==> src/rtl/pipe_pkg.sv <==
// rtl/pipe_pkg.sv - shared pipeline stage encodings and default bubble word
package pipe_pkg;

    // Encoded as {main_v, skid_v}; 2'b01 is unreachable.
    typedef enum logic [1:0] {
        ST_EMPTY = 2'b00,
        ST_FULL  = 2'b10,
        ST_SKID  = 2'b11
    } stage_state_e;

    localparam int NOP_WORD_W = 32;
    localparam logic [NOP_WORD_W-1:0] NOP_WORD = '0;

endpackage

==> src/rtl/sat_counter.sv <==
// rtl/sat_counter.sv - saturating up-counter with synchronous clear
module sat_counter #(
    parameter int W = 8
) (
    input  logic         clk,
    input  logic         clear,
    input  logic         inc,
    output logic [W-1:0] count
);

    always_ff @(posedge clk) begin
        if (clear) begin
            count <= '0;
        end else if (inc && (count != '1)) begin
            count <= count + W'(1);
        end
    end

endmodule

==> src/rtl/pipe_stage_reg.sv <==
// rtl/pipe_stage_reg.sv - handshaked pipeline register with skid entry, flush and stall counter
module pipe_stage_reg
    import pipe_pkg::*;
#(
    parameter int                DATA_W      = 12,
    parameter logic [DATA_W-1:0] NOP_VALUE   = DATA_W'(NOP_WORD),
    parameter int                STALL_CNT_W = 8
) (
    input  logic                   clk,
    input  logic                   reset,
    input  logic [DATA_W-1:0]      in_data,
    input  logic                   in_valid,
    output logic                   in_ready,
    input  logic                   flush,
    output logic [DATA_W-1:0]      out_data,
    output logic                   out_valid,
    input  logic                   out_ready,
    output logic [STALL_CNT_W-1:0] stall_cycles
);

    stage_state_e      state_q, state_d;
    logic [DATA_W-1:0] main_q, main_n;
    logic [DATA_W-1:0] skid_q, skid_n;
    logic              main_v, skid_v;
    logic              accept, consume;

    assign main_v    = state_q[1];
    assign skid_v    = state_q[0];
    // in_ready comes straight off the state flop, so out_ready never reaches it.
    assign in_ready  = ~skid_v;
    assign out_valid = main_v;
    assign out_data  = main_q;
    assign accept    = in_valid & in_ready;
    assign consume   = out_valid & out_ready;

    always_ff @(posedge clk) begin
        if (reset) begin
            state_q <= ST_EMPTY;
            main_q  <= NOP_VALUE;
            skid_q  <= NOP_VALUE;
        end else begin
            state_q <= state_d;
            main_q  <= main_n;
            skid_q  <= skid_n;
        end
    end

    always_comb begin
        state_d = state_q;
        main_n  = main_q;
        skid_n  = skid_q;
        if (flush) begin
            state_d = ST_EMPTY;
            main_n  = NOP_VALUE;
        end else begin
            case (state_q)
                ST_EMPTY: begin
                    if (accept) begin
                        state_d = ST_FULL;
                        main_n  = in_data;
                    end
                end
                ST_FULL: begin
                    if (accept && consume) begin
                        main_n = in_data;
                    end else if (accept) begin
                        state_d = ST_SKID;
                        skid_n  = in_data;
                    end else if (consume) begin
                        state_d = ST_EMPTY;
                        main_n  = NOP_VALUE;
                    end
                end
                ST_SKID: begin
                    if (consume) begin
                        state_d = ST_FULL;
                        main_n  = skid_q;
                    end
                end
                default: begin
                    state_d = ST_EMPTY;
                    main_n  = NOP_VALUE;
                end
            endcase
        end
    end

    // A flush cycle does not count as a stall.
    sat_counter #(
        .W(STALL_CNT_W)
    ) u_stall_cnt (
        .clk  (clk),
        .clear(reset),
        .inc  (out_valid & ~out_ready & ~flush),
        .count(stall_cycles)
    );

endmodule
==> config.mk <==
export PLATFORM = sky130hd
export DESIGN_NAME = pipe_stage_reg
export DESIGN_NICKNAME = d
export VERILOG_FILES = /design/src/rtl/pipe_pkg.sv /design/src/rtl/sat_counter.sv /design/src/rtl/pipe_stage_reg.sv
export SDC_FILE = /design/constraint.sdc
export NUM_CORES = 1
export LEC_CHECK = 0
export BUFFER_PORTS_ARGS = -buffer_cell sky130_fd_sc_hd__buf_2
export CORE_ASPECT_RATIO = 0.9
export CORE_MARGIN = 10
export CORE_UTILIZATION = 57
export DETAILED_ROUTE_END_ITERATION = 10
export PLACE_DENSITY_LB_ADDON = 0.1
export SYNTH_ARGS = -nofsm -noshare
export SYNTH_HDL_FRONTEND = slang
export SYNTH_HIERARCHICAL = 1
export SYNTH_SLANG_ARGS = --single-unit
==> constraint.sdc <==
create_clock -name clk -period 4.15 [get_ports clk]
set_input_delay 1.0375 -clock clk [delete_from_list [all_inputs] [get_ports clk]]
set_output_delay 1.0375 -clock clk [all_outputs]
set_load 0.01 [all_outputs]
==> results of run 1 <==
cells in the mapped netlist (2+ instances only):
| library cell | instances |
|---|---|
| sky130_fd_sc_hd__o2bb2ai_1 | 2 |
| sky130_fd_sc_hd__a21oi_1 | 21 |
| sky130_fd_sc_hd__o2bb2ai_2 | 10 |
| sky130_fd_sc_hd__dfxtp_1 | 34 |
| sky130_fd_sc_hd__a21boi_0 | 2 |
| sky130_fd_sc_hd__nand3_1 | 3 |
| sky130_fd_sc_hd__nor2_1 | 2 |
| sky130_fd_sc_hd__buf_6 | 4 |
| sky130_fd_sc_hd__nor3_1 | 3 |
| sky130_fd_sc_hd__nor3_2 | 2 |
| sky130_fd_sc_hd__a22oi_2 | 2 |
| sky130_fd_sc_hd__a22oi_1 | 11 |
| sky130_fd_sc_hd__and4_1 | 2 |
| sky130_fd_sc_hd__a211oi_1 | 2 |
| sky130_fd_sc_hd__o21bai_1 | 2 |
| sky130_fd_sc_hd__inv_1 | 3 |
| sky130_fd_sc_hd__nand4_1 | 2 |
| sky130_fd_sc_hd__ha_1 | 6 |
| sky130_fd_sc_hd__nand2_1 | 29 |
layer usage:
layer  global-route usage, %  up-vias  wire (microns)
met1                    17.4      706            1720
met4                    5.47        0              40
li1                        -      703               -
met5                       0        -               0
met3                    6.53        6             482
met2                    25.3       70            1980
kinds of logic after synthesis:
family	Yosys count	share of synthesized area [%]
multiplexers	2	1.47
AND/OR/NAND/NOR	54	17.2
XOR/XNOR	1	0.514
adder cells (fa/ha/maj)	6	4.40
buffers and inverters	11	5.13
AO/OA/AOI/OAI	62	31.3
flip-flops	34	39.9
worst max-delay path: stages (launching register included):
cell	delay [ns]
sky130_fd_sc_hd__dfxtp_1	0.53
sky130_fd_sc_hd__ha_1	0.62
sky130_fd_sc_hd__a2bb2oi_1	0.26
sky130_fd_sc_hd__a21oi_1	0.07
sky130_fd_sc_hd__nor3_2	0.89
sky130_fd_sc_hd__o2bb2ai_1	0.19
how the worst min path moves through the flow:
stage	from	to	slack [ns]	depth (start not counted)
finish	skid_q[8]$_SDFFE_PP0P_	skid_q[8]$_SDFFE_PP0P_	0.46	2
global route	out_data[0]$_SDFFE_PP0P_	out_data[0]$_SDFFE_PP0P_	0.48	1
CTS	skid_q[8]$_SDFFE_PP0P_	skid_q[8]$_SDFFE_PP0P_	0.46	2
detailed placement	skid_q[8]$_SDFFE_PP0P_	skid_q[8]$_SDFFE_PP0P_	0.45	2
global placement	skid_q[11]$_SDFFE_PP0P_	skid_q[11]$_SDFFE_PP0P_	0.44	2
floorplan	skid_q[0]$_SDFFE_PP0P_	skid_q[0]$_SDFFE_PP0P_	0.43	2
flip-flops by register name, indices dropped and copies added (netlist names):
register / cells
out_data: 12
skid_q: 12
state_q: 2
u_stall_cnt/count: 8
report_power, final:
part           switching (W)  internal [W]  leakage (nW)
clock               0.000111     0.0000609        0.0308
sequential        0.00000713      0.000334         0.275
combinational      0.0000460     0.0000295         0.463
through the flow:
step,instances,hold WS (ns)
final,247,0.461
after global placement,240,0.442
after floorplan,170,0.431
after global routing,247,0.480
after detailed placement,240,0.447
after CTS,247,0.461
final cells by class:
type	count	area, sq um	share of cell area (%)
timing repair buffer	38	190	9.92
clock buffer	5	37.5	1.96
multi-input combinational	125	937	48.9
clock inverter	2	10.0	0.522
inverter	3	11.3	0.587
tap	40	50.0	2.61
sequential	34	681	35.5
==> metrics.md, run 1 <==
| Metric | Value |
|---|---|
| Post-CTS Hold Fix Bufs | 0 |
| Most used flip-flop cell after synthesis | sky130_fd_sc_hd__dfxtp_1 |
| Number of enable flip-flop cells after synthesis | 0 |
| Number of top-level pins | 39 |
| Worst clock skew on the final layout | 0.00931 ns |
| Die outline area | 5580 sq um |
| Routed Antenna Nets | 0 |
| Syn Area/Cell | 10.0 sq um |
| Wire length of the first global-routing pass | 7160 microns |
| Capturing point of the worst reg2reg path | out_data[11]$_SDFFE_PP0P_ |
| Worst Setup Start Kind | flip-flop |
| Final net count | 230 |
| Yosys Warn Count | 6 |
| Clock tree from TritonCTS | yes |
| Post-CTS repair timing setup buffer count | 0 |
| Setup slack after layout | 1.52 ns |
| Library cell occupying the most area in the post-synthesis netlist | sky130_fd_sc_hd__dfxtp_1 |
| Number of buffer cells added on primary ports | 38 |
| Number of placement rows | 18 |
| CTS Buf Count | 5 |
| Most common library cell in the layout ignoring fill and taps | sky130_fd_sc_hd__buf_2 |
| Overall global routing resource usage | 15.3% |
| GR Overflow Total | 0 |
| Data arrival at the endpoint of the critical path | 2.90 ns |
| Final total power | 0.000589 W |
| Gates resized, CTS repair | 0 |
| Largest net degree at the start of global routing | 24 |
| Worst-case reg-to-reg path depth | 5 |
| Width of the chip | 77.7 microns |
| CP Data Required Time | 4.42 ns |
| Largest cells by area after synthesis | sky130_fd_sc_hd__dfxtp_1 (40%), sky130_fd_sc_hd__o2bb2ai_2 (8.8%), sky130_fd_sc_hd__nand2_1 (6.4%) |
| Synth cell types | 47 |
| Drc violations | 0 |
| Origin of the worst setup path | state_q[1]$_SDFFE_PP0P_ |
| HPWL after DPL | 2920 microns |
| Leakage power total | 0.769 nW |
| Maximum number of buffers from clock root to sink | 2 |
| Share of async-settable or async-resettable flops after synthesis | 0% |
| WL/cell | 17.1 microns |
| Final setup fails | 0 |
| Fraction of the yosys area taken by sequential cells | 39.9% |
| Filler cells | 238 |
| Number of instances in the synthesized netlist | 170 |
| Starting density of the core | 60.6% |
| Height of the die | 71.9 microns |
| DRT Pass-1 Iters | 4 |
| Final cell utilization of the core | 68.1% |
| Number of vias per cell | 6.01 |
| Tightest Pin Transition | 1.19 ns |
| Final Wtd Congestion | 0.901 |
| Largest fanout on the critical path | 15 |
| Worst R2R Start | state_q[1]$_SDFFE_PP0P_ |
| Layout cells sized above 1 | 34.8% |
| Core box area | 2820 sq um |
| Fmax | 380 MHz |
| Number of max-cap violations | 0 |
| DP Worst Slack | 1.57 ns |
| Post-detailed-placement cell area | 1870 sq um |
| Clock tree sinks | 34 |
| Count of state elements after synthesis | 34 |
| Area delta synth->final | 12.4% |
| Fraction of post-synthesis cell area in the top cell type by area | 39.9% |
| Leading cell types in the layout, fill and taps excluded | sky130_fd_sc_hd__buf_2 (38), sky130_fd_sc_hd__dfxtp_1 (34), sky130_fd_sc_hd__nand2_1 (29) |
| Worst ir drop on vdd | 0.201 mV |
| DR vias | 1,485 |
| PwrDens | 307 nW/um^2 |
| CTS root buf | sky130_fd_sc_hd__clkbuf_4 |
| Setup TNS after final layout | 0 ns |
| Count of final max-slew check failures | 0 |
| Worst min path class | reg -> reg |
| Kind of end point of the critical path | flip-flop |
| Number of global-route vias before repair | 1,515 |
| Run status | completed |
| End point of the critical path | out_data[11]$_SDFFE_PP0P_ |
| Clock edge transition at the registers on the reported setup and hold paths | 0.11 ns |
| Share of the cycle needed by the critical path after routing | 63.4% |
| Fin. Hold Viols | 0 |
| Layout Cell Area excl Fill | 1920 sq um |
| Slew Limit Headroom | 20.6% |
| Skew-Pair Late Insertion Delay | 0.34 ns |
| Post-Route WL | 4220 microns |
| CTS H-Tree Depth | 2 |
| Detailed router's first-iteration violation count | 150 |
| Number of antenna violations at the first check in global routing | 0 |
| Diodes inserted | 0 |
| Final worst path period need | 2.63 ns |
| Syn_nets | 193 |
| Cell Area, Synth | 1710 sq um |
| Setup repair after global routing missed its margin | false |
| Register-to-register path setup slack | 1.52 ns |
| Crit Path Class | reg -> reg |
Power figures use the tool's default switching activity.
==> run 2, diff against run 1 <==
--- a/config.mk
+++ b/config.mk
@@ -8,7 +8,7 @@
 export BUFFER_PORTS_ARGS = -buffer_cell sky130_fd_sc_hd__buf_2
 export CORE_ASPECT_RATIO = 0.9
 export CORE_MARGIN = 10
-export CORE_UTILIZATION = 57
+export CORE_UTILIZATION = 48
 export DETAILED_ROUTE_END_ITERATION = 10
 export PLACE_DENSITY_LB_ADDON = 0.1
 export SYNTH_ARGS = -nofsm -noshare
==> constraint.sdc (replaced) <==
create_clock -name clk -period 2.26 [get_ports clk]
set_input_delay 0.565 -clock clk [delete_from_list [all_inputs] [get_ports clk]]
set_output_delay 0.565 -clock clk [all_outputs]
set_load 0.01 [all_outputs]
==> metrics.md, run 2 (same netlist as run 1, synthesis figures left out) <==
| Metric | Value |
|---|---|
| Data arrival at the endpoint of the critical path | 2.22 ns (was 2.90 ns) |
| Worst-case reg-to-reg path depth | 6 (was 5) |
| Post-detailed-placement cell area | 1920 sq um (was 1870 sq um) |
| Run status | completed (unchanged) |
| Hold path depth | 2 (unchanged) |
| Cells along the critical path | ha_1 -> buf_4 -> nand3b_2 -> o21bai_2 -> a22oi_1 -> o2bb2ai_2 (was ha_1 -> a2bb2oi_1 -> a21oi_1 -> nor3_2 -> o2bb2ai_1) |
| DR vias | 1,500 (was 1,485) |
| Largest fanout on the critical path | 12 (was 15) |
| Core box area | 3400 sq um (was 2820 sq um) |
| Number of buffer cells added on primary ports | 38 (unchanged) |
| Slew Limit Headroom | 50.8% (was 20.6%) |
| Overall global routing resource usage | 13.4% (was 15.3%) |
| Clock tree sinks | 34 (unchanged) |
| Fmax | 497 MHz (was 380 MHz) |
| Origin of the worst setup path | state_q[1]$_SDFFE_PP0P_ (unchanged) |
| WL/cell | 16.9 microns (was 17.1 microns) |
| Drc violations | 0 (unchanged) |
| Capturing point of the worst reg2reg path | out_data[7]$_SDFFE_PP0P_ (was out_data[11]$_SDFFE_PP0P_) |
| Relative contribution of the clock network to total power | 37.2% (was 29.2%) |
| Post-Route WL | 4350 microns (was 4220 microns) |
| GR Overflow Total | 0 (unchanged) |
| Largest net degree at the start of global routing | 15 (was 24) |
| Final setup fails | 0 (unchanged) |
| Crit path largest cell delay | 0.50 ns (was 0.89 ns) |
| Clock tree from TritonCTS | yes (unchanged) |
| Worst Setup Start Kind | flip-flop (unchanged) |
| Maximum number of buffers from clock root to sink | 2 (unchanged) |
| Number of top-level pins | 39 (unchanged) |
| Sw Pwr | 0.000314 W (was 0.000165 W) |
| Width of the chip | 82.8 microns (was 77.7 microns) |
| PwrDens | 611 nW/um^2 (was 307 nW/um^2) |
| Hold path start | skid_q[7]$_SDFFE_PP0P_ (was skid_q[8]$_SDFFE_PP0P_) |
| Count of final max-slew check failures | 0 (unchanged) |
| CTS H-Tree Depth | 2 (unchanged) |
| Routed Antenna Nets | 0 (unchanged) |
| Leakage power total | 0.820 nW (was 0.769 nW) |
| Worst min path class | reg -> reg (unchanged) |
| Fin. Hold Viols | 0 (unchanged) |
| Setup repair after global routing missed its margin | false (unchanged) |
| Fraction of power spent switching nets | 25.4% (was 27.9%) |
| Worst clock skew on the final layout | 0.00298 ns (was 0.00931 ns) |
| Share of the cycle needed by the critical path after routing | 89.0% (was 63.4%) |
| Post-CTS Hold Fix Bufs | 0 (unchanged) |
| Starting density of the core | 50.1% (was 60.6%) |
| Number of antenna violations at the first check in global routing | 0 (unchanged) |
| Leading cell types in the layout, fill and taps excluded | sky130_fd_sc_hd__buf_2 (38), sky130_fd_sc_hd__dfxtp_1 (34), sky130_fd_sc_hd__nand2_1 (29) (unchanged) |
| Register-to-register path setup slack | 0.25 ns (was 1.52 ns) |
| Height of the die | 76.5 microns (was 71.9 microns) |
| Tightest Pin Transition | 0.735 ns (was 1.19 ns) |
| Setup TNS after final layout | 0 ns (unchanged) |
| Worst hold-check slack | 0.461 ns (about the same) |
| Kind of end point of the critical path | flip-flop (unchanged) |
| Detailed router's first-iteration violation count | 90 (was 150) |
| Clock edge transition at the registers on the reported setup and hold paths | 0.07 ns (was 0.11 ns) |
| Crit Path Class | reg -> reg (unchanged) |
| Number of placement rows | 20 (was 18) |
| Number of max-cap violations | 0 (unchanged) |
| Number of vias per cell | 5.81 (was 6.01) |
| Post-Place Cells | 250 (was 240) |
| Skew-Pair Late Insertion Delay | 0.28 ns (was 0.34 ns) |
| Die outline area | 6340 sq um (was 5580 sq um) |
| Wire length of the first global-routing pass | 7250 microns (was 7160 microns) |
| Post-Layout Cell Count | 258 (was 247) |
| Diodes inserted | 0 (unchanged) |
| Final net count | 236 (was 230) |
| Final worst path period need | 2.01 ns (was 2.63 ns) |
| Area delta synth->final | 18.3% (was 12.4%) |
| Final Wtd Congestion | 0.934 (was 0.901) |
| Most common library cell in the layout ignoring fill and taps | sky130_fd_sc_hd__buf_2 (unchanged) |
| CTS root buf | sky130_fd_sc_hd__clkbuf_8 (was sky130_fd_sc_hd__clkbuf_4) |
| Min-Delay Endpoint | skid_q[7]$_SDFFE_PP0P_ (was skid_q[8]$_SDFFE_PP0P_) |
| Internal power | 0.000919 W (was 0.000425 W) |
| Worst ir drop on vdd | 0.449 mV (was 0.201 mV) |
| Part of the total power dissipated in combinational logic | 11.9% (was 12.8%) |
| HPWL after DPL | 3190 microns (was 2920 microns) |
| Layout Cell Area excl Fill | 2020 sq um (was 1920 sq um) |
| CTS Buf Count | 5 (unchanged) |
| DRT Pass-1 Iters | 4 (unchanged) |
| Worst R2R Start | state_q[1]$_SDFFE_PP0P_ (unchanged) |
| CP Data Required Time | 2.47 ns (was 4.42 ns) |
| Number of global-route vias before repair | 1,478 (was 1,515) |
| Final cell utilization of the core | 59.3% (was 68.1%) |
| Layout cells sized above 1 | 36.4% (was 34.8%) |
| Master of the slowest instance on the critical path | sky130_fd_sc_hd__dfxtp_1 (was sky130_fd_sc_hd__nor3_2) |
| Sequential share of power | 50.9% (was 57.9%) |
-- run 2: changes by cell type in the layout (fill, tap and decap cells not counted), sizes merged --
cell    before  now
buf         38   44
clkbuf       5    7
clkinv       2    1
-- run 2: critical path: cells and delay by family, from the launching register on --
kind | cells | cell delay, ns
fa+ha+maj | 1 | 0.26
buf+inv | 1 | 0.17
flops | 1 | 0.50
compound gates | 3 | 0.87
simple gates | 1 | 0.14
-- run 2: worst max path at each step --
stage | end | cells past startpoint
floorplan | u_stall_cnt/count[3]$_SDFFE_PP0P_ | 5
CTS | out_data[0]$_SDFFE_PP0P_ | 5
finish | out_data[7]$_SDFFE_PP0P_ | 6
global placement | out_data[0]$_SDFFE_PP0P_ | 5
global route | out_data[6]$_SDFFE_PP0P_ | 6
detailed placement | out_data[0]$_SDFFE_PP0P_ | 5
-- run 2: power groups by stage --
stage          sequential [W]  clock [W]  combinational, W
4_1_cts              0.000627   0.000467          0.000146
3_3_place_gp         0.000639          0          0.000140
6_report             0.000628   0.000458          0.000147
5_1_grt              0.000629   0.000499          0.000160
2_1_floorplan        0.000644          0         0.0000881
3_5_place_dp         0.000641          0          0.000145
-- run 2: area by class of cell --
class	instances	area [sq um]
Timing Repair Buffer	44	235
Clock buffer	7	86.3
Tap cell	44	55.1
Inverter	3	11.3
Multi-Input combinational cell	125	943
Clock inverter	1	5.00
Fill cell	307	1390
Sequential cell	34	681
-- run 2: stage by stage --
step | setup WS [ns] | total power [W]
2_1_floorplan | 0.468 | 0.000732
3_3_place_gp | 0.210 | 0.000780
3_5_place_dp | 0.0775 | 0.000786
4_1_cts | 0.0440 | 0.00124
5_1_grt | 0.104 | 0.00129
6_report | 0.248 | 0.00123
-- run 2: what timing repair did --
action,in CTS,in global routing
buffers inserted,0,0
endpoints found under the setup margin,0,12
resized for setup,0,1
-- run 2: metal layers --
metal / routed length (microns) / part of all wire (%) / GRT usage [%]
met3: 245 / 5.6 / 4.38
met2: 2120 / 49 / 21.4
met1: 1930 / 44 / 15.9
met5: 0 / 0 / 0
met4: 51 / 1.2 / 5.78
==> run 3, diff against run 2 <==
--- a/config.mk
+++ b/config.mk
@@ -7,7 +7,7 @@
 export LEC_CHECK = 0
 export BUFFER_PORTS_ARGS = -buffer_cell sky130_fd_sc_hd__buf_2
 export CORE_ASPECT_RATIO = 0.9
-export CORE_MARGIN = 10
+export CORE_MARGIN = 5
 export CORE_UTILIZATION = 48
 export DETAILED_ROUTE_END_ITERATION = 10
 export PLACE_DENSITY_LB_ADDON = 0.1
==> metrics.md, run 3 (same netlist as run 1, synthesis figures left out) <==
| Metric | Value |
|---|---|
| Worst min path class | reg -> reg (unchanged) |
| Number of global-route vias before repair | 1,425 (was 1,478) |
| Number of placement rows | 20 (unchanged) |
| Final Wtd Congestion | 0.907 (was 0.934) |
| Kind of end point of the critical path | flip-flop (unchanged) |
| Leakage power total | 0.829 nW (was 0.820 nW) |
| Detailed router's first-iteration violation count | 94 (was 90) |
| Layout cells sized above 1 | 36.9% (was 36.4%) |
| DP Worst Slack | 0.0471 ns (was 0.0775 ns) |
| Overall global routing resource usage | 18.6% (was 13.4%) |
| Fraction of power spent switching nets | 24.6% (was 25.4%) |
| HPWL after DPL | 2960 microns (was 3190 microns) |
| Slew Limit Headroom | 51.4% (was 50.8%) |
| Post-Route WL | 4140 microns (was 4350 microns) |
| Cells along the critical path | ha_1 -> buf_4 -> nand3b_2 -> o21bai_2 -> a22oi_1 -> o2bb2ai_2 (unchanged) |
| Most common library cell in the layout ignoring fill and taps | sky130_fd_sc_hd__buf_2 (unchanged) |
| Starting density of the core | 50.1% (unchanged) |
| Crit Path Class | reg -> reg (unchanged) |
| Worst hold-check slack | 0.458 ns (was 0.461 ns) |
| Largest net degree at the start of global routing | 15 (unchanged) |
| Maximum number of buffers from clock root to sink | 2 (unchanged) |
| Clock tree sinks | 34 (unchanged) |
| Number of buffer cells added on primary ports | 38 (unchanged) |
| Diodes inserted | 0 (unchanged) |
| Largest fanout on the critical path | 12 (unchanged) |
| Setup slack after layout | 0.238 ns (was 0.248 ns) |
| Core box area | 3400 sq um (unchanged) |
| GR Overflow Total | 0 (unchanged) |
| Number of max-cap violations | 0 (unchanged) |
| Tightest Pin Transition | 0.726 ns (was 0.735 ns) |
| Setup repair after global routing missed its margin | false (unchanged) |
| Worst ir drop on vdd | 0.489 mV (was 0.449 mV) |
| Final worst path period need | 2.02 ns (was 2.01 ns) |
| Count of final max-slew check failures | 0 (unchanged) |
| CP Data Required Time | 2.48 ns (was 2.47 ns) |
| Internal power | 0.000998 W (was 0.000919 W) |
| Number of top-level pins | 39 (unchanged) |
| Routed Antenna Nets | 0 (unchanged) |
| PwrDens | 650 nW/um^2 (was 611 nW/um^2) |
| Setup TNS after final layout | 0 ns (unchanged) |
| Relative contribution of the clock network to total power | 41.5% (was 37.2%) |
| Number of antenna violations at the first check in global routing | 0 (unchanged) |
| WL/cell | 16.1 microns (was 16.9 microns) |
| Final setup fails | 0 (unchanged) |
| CTS H-Tree Depth | 2 (unchanged) |
| CTS root buf | sky130_fd_sc_hd__clkbuf_8 (unchanged) |
| Worst clock skew on the final layout | 0.00611 ns (was 0.00298 ns) |
| DRT Pass-1 Iters | 4 (unchanged) |
| Fmax | 495 MHz (was 497 MHz) |
| DR vias | 1,462 (was 1,500) |
| Post-CTS repair timing setup buffer count | 0 (unchanged) |
| Worst Setup Start Kind | flip-flop (unchanged) |
| Final net count | 236 (unchanged) |
| Width of the chip | 72.8 microns (was 82.8 microns) |
| Fin. Hold Viols | 0 (unchanged) |
| Run status | completed (unchanged) |
| Clock tree from TritonCTS | yes (unchanged) |
| Skew-Pair Late Insertion Delay | 0.29 ns (was 0.28 ns) |
| Area delta synth->final | 19.3% (was 18.3%) |
| Drc violations | 0 (unchanged) |
| CTS Buf Count | 5 (unchanged) |
| Part of the total power dissipated in combinational logic | 11.1% (was 11.9%) |
| Sw Pwr | 0.000325 W (was 0.000314 W) |
| Sequential share of power | 47.4% (was 50.9%) |
| Number of vias per cell | 5.67 (was 5.81) |
| Die outline area | 4850 sq um (was 6340 sq um) |
| Height of the die | 66.5 microns (was 76.5 microns) |
| Crit path largest cell delay | 0.53 ns (was 0.50 ns) |
| Data arrival at the endpoint of the critical path | 2.24 ns (was 2.22 ns) |
| Clock edge transition at the registers on the reported setup and hold paths | 0.07 ns (about the same) |
| Share of the cycle needed by the critical path after routing | 89.5% (was 89.0%) |
| Master of the slowest instance on the critical path | sky130_fd_sc_hd__o21bai_2 (was sky130_fd_sc_hd__dfxtp_1) |
| Final cell utilization of the core | 59.8% (was 59.3%) |
| Leading cell types in the layout, fill and taps excluded | sky130_fd_sc_hd__buf_2 (38), sky130_fd_sc_hd__dfxtp_1 (34), sky130_fd_sc_hd__nand2_1 (29) (unchanged) |
| Wire length of the first global-routing pass | 6850 microns (was 7250 microns) |
run 3: cell count changes in the layout (fill, tap and decap cells not counted), sizes merged:
cell,previous run,this run
bufinv,0,1
clkinv,1,2
clkbuf,7,5
run 3: power by group through the flow:
stage	clock network, W	logic [W]	registers (W)
after floorplan	0	0.0000881	0.000644
after global placement	0	0.000140	0.000639
after detailed placement	0	0.000145	0.000640
after CTS	0.000566	0.000145	0.000627
after global routing	0.000597	0.000162	0.000629
final	0.000549	0.000147	0.000627
run 3: final timing paths:
kind         cells after the start  slack [ns]               startpoint                  endpoint
max                              6        0.24  state_q[1]$_SDFFE_PP0P_  out_data[7]$_SDFFE_PP0P_
min                              2        0.46   skid_q[9]$_SDFFE_PP0P_    skid_q[9]$_SDFFE_PP0P_
max reg2reg                      6        0.24  state_q[1]$_SDFFE_PP0P_  out_data[7]$_SDFFE_PP0P_
min reg2reg                      2        0.46   skid_q[9]$_SDFFE_PP0P_    skid_q[9]$_SDFFE_PP0P_
run 3: repair_timing:
item                       CTS  global route
gates resized for setup      0             1
setup endpoints to repair    0            12
hold buffers                 0             0
run 3: area by class of cell:
class / count / area [sq um]
fill: 305 / 1370
multi-input combinational: 125 / 943
sequential: 34 / 681
timing repair buffer: 44 / 235
clock buffer: 5 / 68.8
tap: 44 / 55.1
clock inverter: 3 / 40.0
inverter: 3 / 11.3
run 3: critical path, delay by kind of cell (launching register included):
| family | cells | cell delay, ns |
|---|---|---|
| AOI/OAI and AO/OA | 3 | 0.88 |
| adders and majority gates | 1 | 0.25 |
| buffers and inverters | 1 | 0.16 |
| DFF | 1 | 0.51 |
| and+or+nand+nor | 1 | 0.14 |
run 3: per-stage QoR:
step,instances,power [W],instance area (sq um)
floorplan,170,0.000732,1710
global placement,250,0.000779,1920
detailed placement,250,0.000785,1920
CTS,258,0.00134,2030
global route,258,0.00139,2030
finish,258,0.00132,2030
run 3: routing by layer:
layer / vias up / share of wire [%] / global-route usage [%]
met2: 40 / 48 / 29.4
li1: 719 / - / -
met4: 0 / 0.92 / 7.14
met3: 4 / 6.0 / 6.18
met1: 699 / 45 / 23.3
met5: - / 0 / 0
